$ cat src/rtl/ftdi_cmd_ctrl.sv
// ftdi_cmd_ctrl: parses host command bytes from the FTDI RX stream into
// register-bus reads/writes and streams the response bytes back on TX.
// Build option: define FTDI_CMD_CSUM_EN to add a trailing XOR checksum byte
// to every command and every response (including error codes).
module ftdi_cmd_ctrl #(
  parameter int RX_TIMEOUT  = 1000000,
  parameter int BUS_TIMEOUT = 256
) (
  input  logic        clk,
  input  logic        rst_n,
  input  logic [7:0]  rx_tdata,
  input  logic        rx_tvalid,
  output logic        rx_tready,
  output logic [7:0]  tx_tdata,
  output logic        tx_tvalid,
  input  logic        tx_tready,
  output logic [7:0]  reg_addr,
  output logic [31:0] reg_wdata,
  output logic        reg_we,
  output logic        reg_re,
  input  logic [31:0] reg_rdata,
  input  logic        reg_ack,
  output logic        busy
);
  localparam logic [7:0] OP_WR  = 8'h57;
  localparam logic [7:0] OP_RD  = 8'h52;
  localparam logic [7:0] RSP_OK = 8'h4B;
  localparam logic [7:0] ERR_OP = 8'h45;
  localparam logic [7:0] ERR_TO = 8'h54;
  localparam int RXW = $clog2(RX_TIMEOUT + 1);
  localparam int BW  = $clog2(BUS_TIMEOUT + 1);

`ifdef FTDI_CMD_CSUM_EN
  localparam logic [7:0] ERR_CS = 8'h43;
  // Index of the final TX byte: payload plus one checksum byte.
  localparam logic [2:0] LAST_ONE = 3'd1;
  localparam logic [2:0] LAST_RD  = 3'd4;
`else
  localparam logic [2:0] LAST_ONE = 3'd0;
  localparam logic [2:0] LAST_RD  = 3'd3;
`endif

  typedef enum logic [2:0] {
    S_IDLE,
    S_ADDR,
    S_WDATA,
`ifdef FTDI_CMD_CSUM_EN
    S_CSUM,
`endif
    S_BUS,
    S_RESP,
    S_ERR
  } state_t;

  state_t      state_q, state_d;
  logic        rx_acc_d;
  logic        is_wr_q;
  logic [1:0]  wcnt_q;
  logic [RXW-1:0] rx_cnt_q;
  logic [BW-1:0]  bus_cnt_q;
  logic [2:0]  tx_idx_q;
  logic [31:0] rdata_q;
  logic [7:0]  err_q, err_d;
`ifdef FTDI_CMD_CSUM_EN
  logic [7:0]  csum_q;
`endif

  logic rx_fire, tx_fire, rx_to, bus_to, tx_last, in_pkt;

  assign rx_fire = rx_tvalid & rx_tready;
  assign tx_fire = tx_tvalid & tx_tready;
  assign rx_to   = (rx_cnt_q == RXW'(RX_TIMEOUT - 1));
  assign bus_to  = (bus_cnt_q == BW'(BUS_TIMEOUT - 1));
  // Read responses are 4 data bytes; write ack and error codes are one byte.
  assign tx_last = (state_q == S_RESP && !is_wr_q) ? (tx_idx_q == LAST_RD)
                                                   : (tx_idx_q == LAST_ONE);
`ifdef FTDI_CMD_CSUM_EN
  assign in_pkt = (state_q == S_ADDR) || (state_q == S_WDATA) || (state_q == S_CSUM);
  assign rx_acc_d = (state_d == S_IDLE) || (state_d == S_ADDR) ||
                    (state_d == S_WDATA) || (state_d == S_CSUM);
`else
  assign in_pkt = (state_q == S_ADDR) || (state_q == S_WDATA);
  assign rx_acc_d = (state_d == S_IDLE) || (state_d == S_ADDR) || (state_d == S_WDATA);
`endif

  // State register; rx_tready is registered from the next state so it is low during reset.
  always_ff @(posedge clk or negedge rst_n) begin
    if (!rst_n) begin
      state_q   <= S_IDLE;
      rx_tready <= 1'b0;
      err_q     <= 8'h00;
    end else begin
      state_q   <= state_d;
      rx_tready <= rx_acc_d;
      err_q     <= err_d;
    end
  end

  // Next-state logic; an accepted byte always takes priority over the RX timeout.
  always_comb begin
    state_d = state_q;
    err_d   = err_q;
    unique case (state_q)
      S_IDLE: begin
        if (rx_fire) begin
          if (rx_tdata == OP_WR || rx_tdata == OP_RD) begin
            state_d = S_ADDR;
          end else begin
            state_d = S_ERR;
            err_d   = ERR_OP;
          end
        end
      end
      S_ADDR: begin
        if (rx_fire) begin
`ifdef FTDI_CMD_CSUM_EN
          state_d = is_wr_q ? S_WDATA : S_CSUM;
`else
          state_d = is_wr_q ? S_WDATA : S_BUS;
`endif
        end else if (rx_to) begin
          state_d = S_IDLE;
        end
      end
      S_WDATA: begin
        if (rx_fire) begin
          if (wcnt_q == 2'd3) begin
`ifdef FTDI_CMD_CSUM_EN
            state_d = S_CSUM;
`else
            state_d = S_BUS;
`endif
          end
        end else if (rx_to) begin
          state_d = S_IDLE;
        end
      end
`ifdef FTDI_CMD_CSUM_EN
      S_CSUM: begin
        if (rx_fire) begin
          if (rx_tdata == csum_q) begin
            state_d = S_BUS;
          end else begin
            state_d = S_ERR;
            err_d   = ERR_CS;
          end
        end else if (rx_to) begin
          state_d = S_IDLE;
        end
      end
`endif
      S_BUS: begin
        if (reg_ack) begin
          state_d = S_RESP;
        end else if (bus_to) begin
          state_d = S_ERR;
          err_d   = ERR_TO;
        end
      end
      S_RESP, S_ERR: begin
        if (tx_fire && tx_last) state_d = S_IDLE;
      end
      default: state_d = S_IDLE;
    endcase
  end

  // Outputs decoded from the registered state; strobes follow the BUS state exactly.
  always_comb begin
    busy      = (state_q != S_IDLE);
    reg_we    = (state_q == S_BUS) &  is_wr_q;
    reg_re    = (state_q == S_BUS) & ~is_wr_q;
    tx_tvalid = 1'b0;
    tx_tdata  = 8'h00;
    case (state_q)
      S_RESP: begin
        tx_tvalid = 1'b1;
        // XOR over the single byte 0x4B is 0x4B, so the write ack repeats it.
        if (is_wr_q) tx_tdata = RSP_OK;
`ifdef FTDI_CMD_CSUM_EN
        else if (tx_idx_q[2]) tx_tdata = rdata_q[7:0] ^ rdata_q[15:8] ^
                                         rdata_q[23:16] ^ rdata_q[31:24];
`endif
        else tx_tdata = rdata_q[{tx_idx_q[1:0], 3'b000} +: 8];
      end
      S_ERR: begin
        // Error code and its checksum byte are the same value.
        tx_tvalid = 1'b1;
        tx_tdata  = err_q;
      end
      default: ;
    endcase
  end

  // Datapath: byte capture, saturating counters and read-data latch.
  always_ff @(posedge clk or negedge rst_n) begin
    if (!rst_n) begin
      is_wr_q   <= 1'b0;
      wcnt_q    <= 2'd0;
      rx_cnt_q  <= '0;
      bus_cnt_q <= '0;
      tx_idx_q  <= 3'd0;
      rdata_q   <= 32'h0;
      reg_addr  <= 8'h00;
      reg_wdata <= 32'h0;
`ifdef FTDI_CMD_CSUM_EN
      csum_q    <= 8'h00;
`endif
    end else begin
      if (rx_fire || !in_pkt) rx_cnt_q <= '0;
      else if (!rx_to)        rx_cnt_q <= rx_cnt_q + RXW'(1);

      if (state_q != S_BUS) bus_cnt_q <= '0;
      else if (!bus_to)     bus_cnt_q <= bus_cnt_q + BW'(1);

      if (state_q != S_RESP && state_q != S_ERR) tx_idx_q <= 3'd0;
      else if (tx_fire)                          tx_idx_q <= tx_idx_q + 3'd1;

      if (rx_fire) begin
        case (state_q)
          S_IDLE: begin
            is_wr_q <= (rx_tdata == OP_WR);
            wcnt_q  <= 2'd0;
`ifdef FTDI_CMD_CSUM_EN
            csum_q  <= rx_tdata;
`endif
          end
          S_ADDR: begin
            reg_addr <= rx_tdata;
`ifdef FTDI_CMD_CSUM_EN
            csum_q   <= csum_q ^ rx_tdata;
`endif
          end
          S_WDATA: begin
            reg_wdata[{wcnt_q, 3'b000} +: 8] <= rx_tdata;
            wcnt_q <= wcnt_q + 2'd1;
`ifdef FTDI_CMD_CSUM_EN
            csum_q <= csum_q ^ rx_tdata;
`endif
          end
          default: ;
        endcase
      end

      if (state_q == S_BUS && reg_ack) rdata_q <= reg_rdata;
    end
  end

endmodule

$ cat config.mk
export PLATFORM = sky130hd
export DESIGN_NAME = ftdi_cmd_ctrl
export DESIGN_NICKNAME = d
export VERILOG_FILES = /design/src/rtl/ftdi_cmd_ctrl.sv
export SDC_FILE = /design/constraint.sdc
export NUM_CORES = 1
export LEC_CHECK = 0
export BUFFER_PORTS_ARGS = -buffer_cell sky130_fd_sc_hd__buf_2
export CORE_AREA = 4 4 122 124
export DETAILED_ROUTE_END_ITERATION = 16
export DIE_AREA = 0 0 126 128
export SKIP_LAST_GASP = 1
export SLEW_MARGIN = 10
export SYNTH_ARGS = -nofsm -noshare
export SYNTH_HDL_FRONTEND = slang
export SYNTH_SLANG_ARGS = --single-unit
$ cat constraint.sdc
create_clock -name clk -period 1.9 [get_ports clk]
set_clock_uncertainty 0.15 [all_clocks]
set_input_delay 0.095 -clock clk [delete_from_list [all_inputs] [get_ports clk]]
set_output_delay 0.095 -clock clk [all_outputs]
set_load 0.02 [all_outputs]
==> flow_summary_export.csv <==
group,metric,value,unit
sta,hold_viol,0,
setup_path,crit_slowest_cell,"mux4_2",
pwr,clock_power_share,33.2,%
synth,synth_commonest_cells,"dfrtp_1 (114), nand2_1 (87), mux2_2 (41), o21ai_0 (40), nor2_1 (31)",
die,die_y,128,um
route,drc,0,
sta,rsz0062_at_grt,"true",
setup_path,cp-end-kind,"primary output",
global_route,antenna_found_initial,0,
place,dp_hpwl,9080,um
cts,cts.sinks,114,
status,status,"finished with violations",
synth,synth_warnings,0,
setup_path,cp.required,1.65,ns
pwr,p_switching,3160,uW
setup_path,crit_arrival,1.85,ns
cts,cts_tree,"yes",
setup_path,path_class,"flip-flop to primary output",
pwr,ir_drop,0.000842,V
synth,synth-seq-area-share,52.1,%
synth,synthFlopType,"dfrtp_1",
die,rows,43,
route,post_drt_via_cell_ratio,5.00,
setup_path,path_delay_family,"multiplexers",
cts,clk_latency,0.41,ns
synth,syn_area_per_cell,10.6,sq um
sta,min_period,2.09,ns
route,wl_per_cell,15.1,um
route,drt-pass1-iter-count,4,
sta,drv_slew,0,
synth,synth_edf_count,0,
global_route,track_usage,17.3,%
pwr,swShare,31.0,%
place,gp_routability_congestion,0.789,
global_route,grt_first_pass_wirelength,22400,um
worst_hold_path,min_path_type,"primary input to async pin",
finish,antenna_cells,0,
finish,drive_above_1_share,39.8,%
synth,yosys.area.top_type,"dfrtp_1",
route,first_iter_violations,252,
run,maxCapViolCount,0,
cts,cts_buffer_depth,2,
synth,syn_nets,572,
sta,tightest_slew,0.684,ns
die,ios,98,
synth,ys_seq_elements,114,
cts,cts_root_buf,"clkbuf_16",
cts,path_clk_slew,0.06,ns
pwr,p_total,10200,uW
synth,synthCells,515,
sta,period_share,110,%
synth,synth_most_common_cell,"dfrtp_1",
sta,setup_violations,19,
cts,h-tree-depth,4,
pwr,internal-power,7020,uW
pwr,power.density,1290,nW/um^2
synth,ys_async_sr_fraction,100,%
synth,synth_top_area_share,52.1,%
sta,slew_headroom,54.3,%
global_route,overflow,0,
status,violations,"negative setup slack",
setup_path,crit_chain,"buf_12 -> buf_6 -> mux4_2 -> nor2_1 -> nor3_1 -> buf_2",
cts,cts_inserted_buffers,17,
die,die_area,16100,sq um
route,postRouteAntennaNets,0,
pwr,p_seq_share,33.4,%
place,portBuffers,97,
finish,area_growth,43.8,%
synth,synth_cell_types,54,
route,vias,4519,
place,dp_cells,811,
finish,final_cell_count_no_fill,903,
pwr,p_leak,0.00351,uW
setup_path,crit_fanout,7,
pwr,power_frac_comb,33.4,%
global_route,grt_pass1_vias,4609,
die,fp.dieW,126,um
finish,nets,767,
global_route,grt_max_degree,60,
setup_path,critical_path.max_stage_delay,0.49,ns
sta,max_freq,478,MHz
setup_path,crit_buf_inv,3,
sta,setup_ws,-0.191,ns
synth,synth_area_leaders,"dfrtp_1 (52%), mux2_2 (8.4%), nand2_1 (6.0%), o21ai_0 (3.7%), mux4_2 (3.3%)",
synth,syn_area,5480,sq um
die,initial_utilization,39.8,%
die,coreArea,13800,sq um
route,wirelength,13600,um
setup_path,start_kind,"flip-flop",
-- layout make-up --
type,instances,area (sq um)
Timing Repair Buffer,204,1480
Clock inverter,13,183
Inverter,10,37.5
Multi-Input combinational cell,363,2630
Clock buffer,19,453
Sequential cell,114,2860
Fill cell,1204,5900
Tap cell,180,225
-- routing by layer --
metal	up-vias	global-route usage (%)	share of wire (%)
li1	2196	-	-
met1	2198	21.9	43
met2	108	28.6	50
met3	17	5.21	5.2
met4	0	5.55	1.3
met5	-	0	0
-- power groups by stage --
stage          Clock (uW)  Combinational, uW  Sequential, uW
2_1_floorplan           0               1880            3510
3_3_place_gp            0               2930            3410
3_5_place_dp            0               3010            3440
4_1_cts              3440               3220            3400
5_1_grt              3560               3720            3490
6_report             3380               3400            3400
-- per-stage QoR --
step | util, % | instance area [sq um] | setup WS, ns | hold slack (ns) | setup TNS (ns)
final | 57.2 | 7870 | -0.191 | 0.0160 | -2.01
after CTS | 55.1 | 7590 | -0.206 | 0.0120 | -1.59
after global placement | 46.8 | 6440 | -0.0537 | -0.0901 | -0.0961
after global routing | 57.2 | 7870 | -0.294 | 0.0445 | -3.69
after floorplan | - | 5490 | -0.0164 | -0.351 | -0.0447
after detailed placement | 46.8 | 6440 | -0.0855 | -0.0880 | -0.209
-- registers in the layout, summed over array words and instances, names as in the netlist, 2 cells and up --
register and cells:
state_q 3, reg_wdata 32, wcnt_q 2, rdata_q 32
bus_cnt_q 9, tx_idx_q 3, err_q 3, reg_addr 8
rx_cnt_q 20
-- cell families (layout without fill, tap and decap cells) --
group,Yosys count,in the layout,synth area share [%]
XOR/XNOR,14,14,2.24
AO/OA/AOI/OAI,78,78,8.20
flip-flops,114,114,52.1
buffers and inverters,38,246,3.29
multiplexers,54,54,12.6
adder cells (fa/ha/maj),12,12,2.74
AND/OR/NAND/NOR,205,205,18.8
-- timing repair --
item	in CTS	in global routing
gates cloned	0	1
endpoints found under the hold margin	195	0
endpoints found under the setup margin	17	56
hold buffers	43	0
setup buffers	3	13
resized for setup	17	41
pin swaps	1	11
-- layout by cell type, fill, tap and decap left out, types with 14 or more instances in the layout --
cell type	n
dfrtp_1	109
buf_2	92
nand2_1	86
buf_4	59
dlygate4sd3_1	43
mux2_2	41
o21ai_0	39
nor2_1	29
clkbuf_16	17
a21oi_1	14
-- worst paths after layout --
kind | startpoint | endpoint | slack (ns) | cells after the start
hold reg to reg | reg_wdata[14] | reg_wdata[14] | 0.32 | 2
setup / recovery | tx_idx_q[0] | tx_tdata[3] | -0.19 | 6
setup reg to reg | rx_cnt_q[15] | rx_cnt_q[0] | -0.14 | 6
min in group clk | rx_tvalid | state_q[1] | 0.04 | 3
hold / removal | rst_n | reg_addr[0] | 0.02 | 2
max in group asynchronous | rst_n | wcnt_q[0] | 0.88 | 3
No activity file was read; power rests on OpenSTA's default activity.
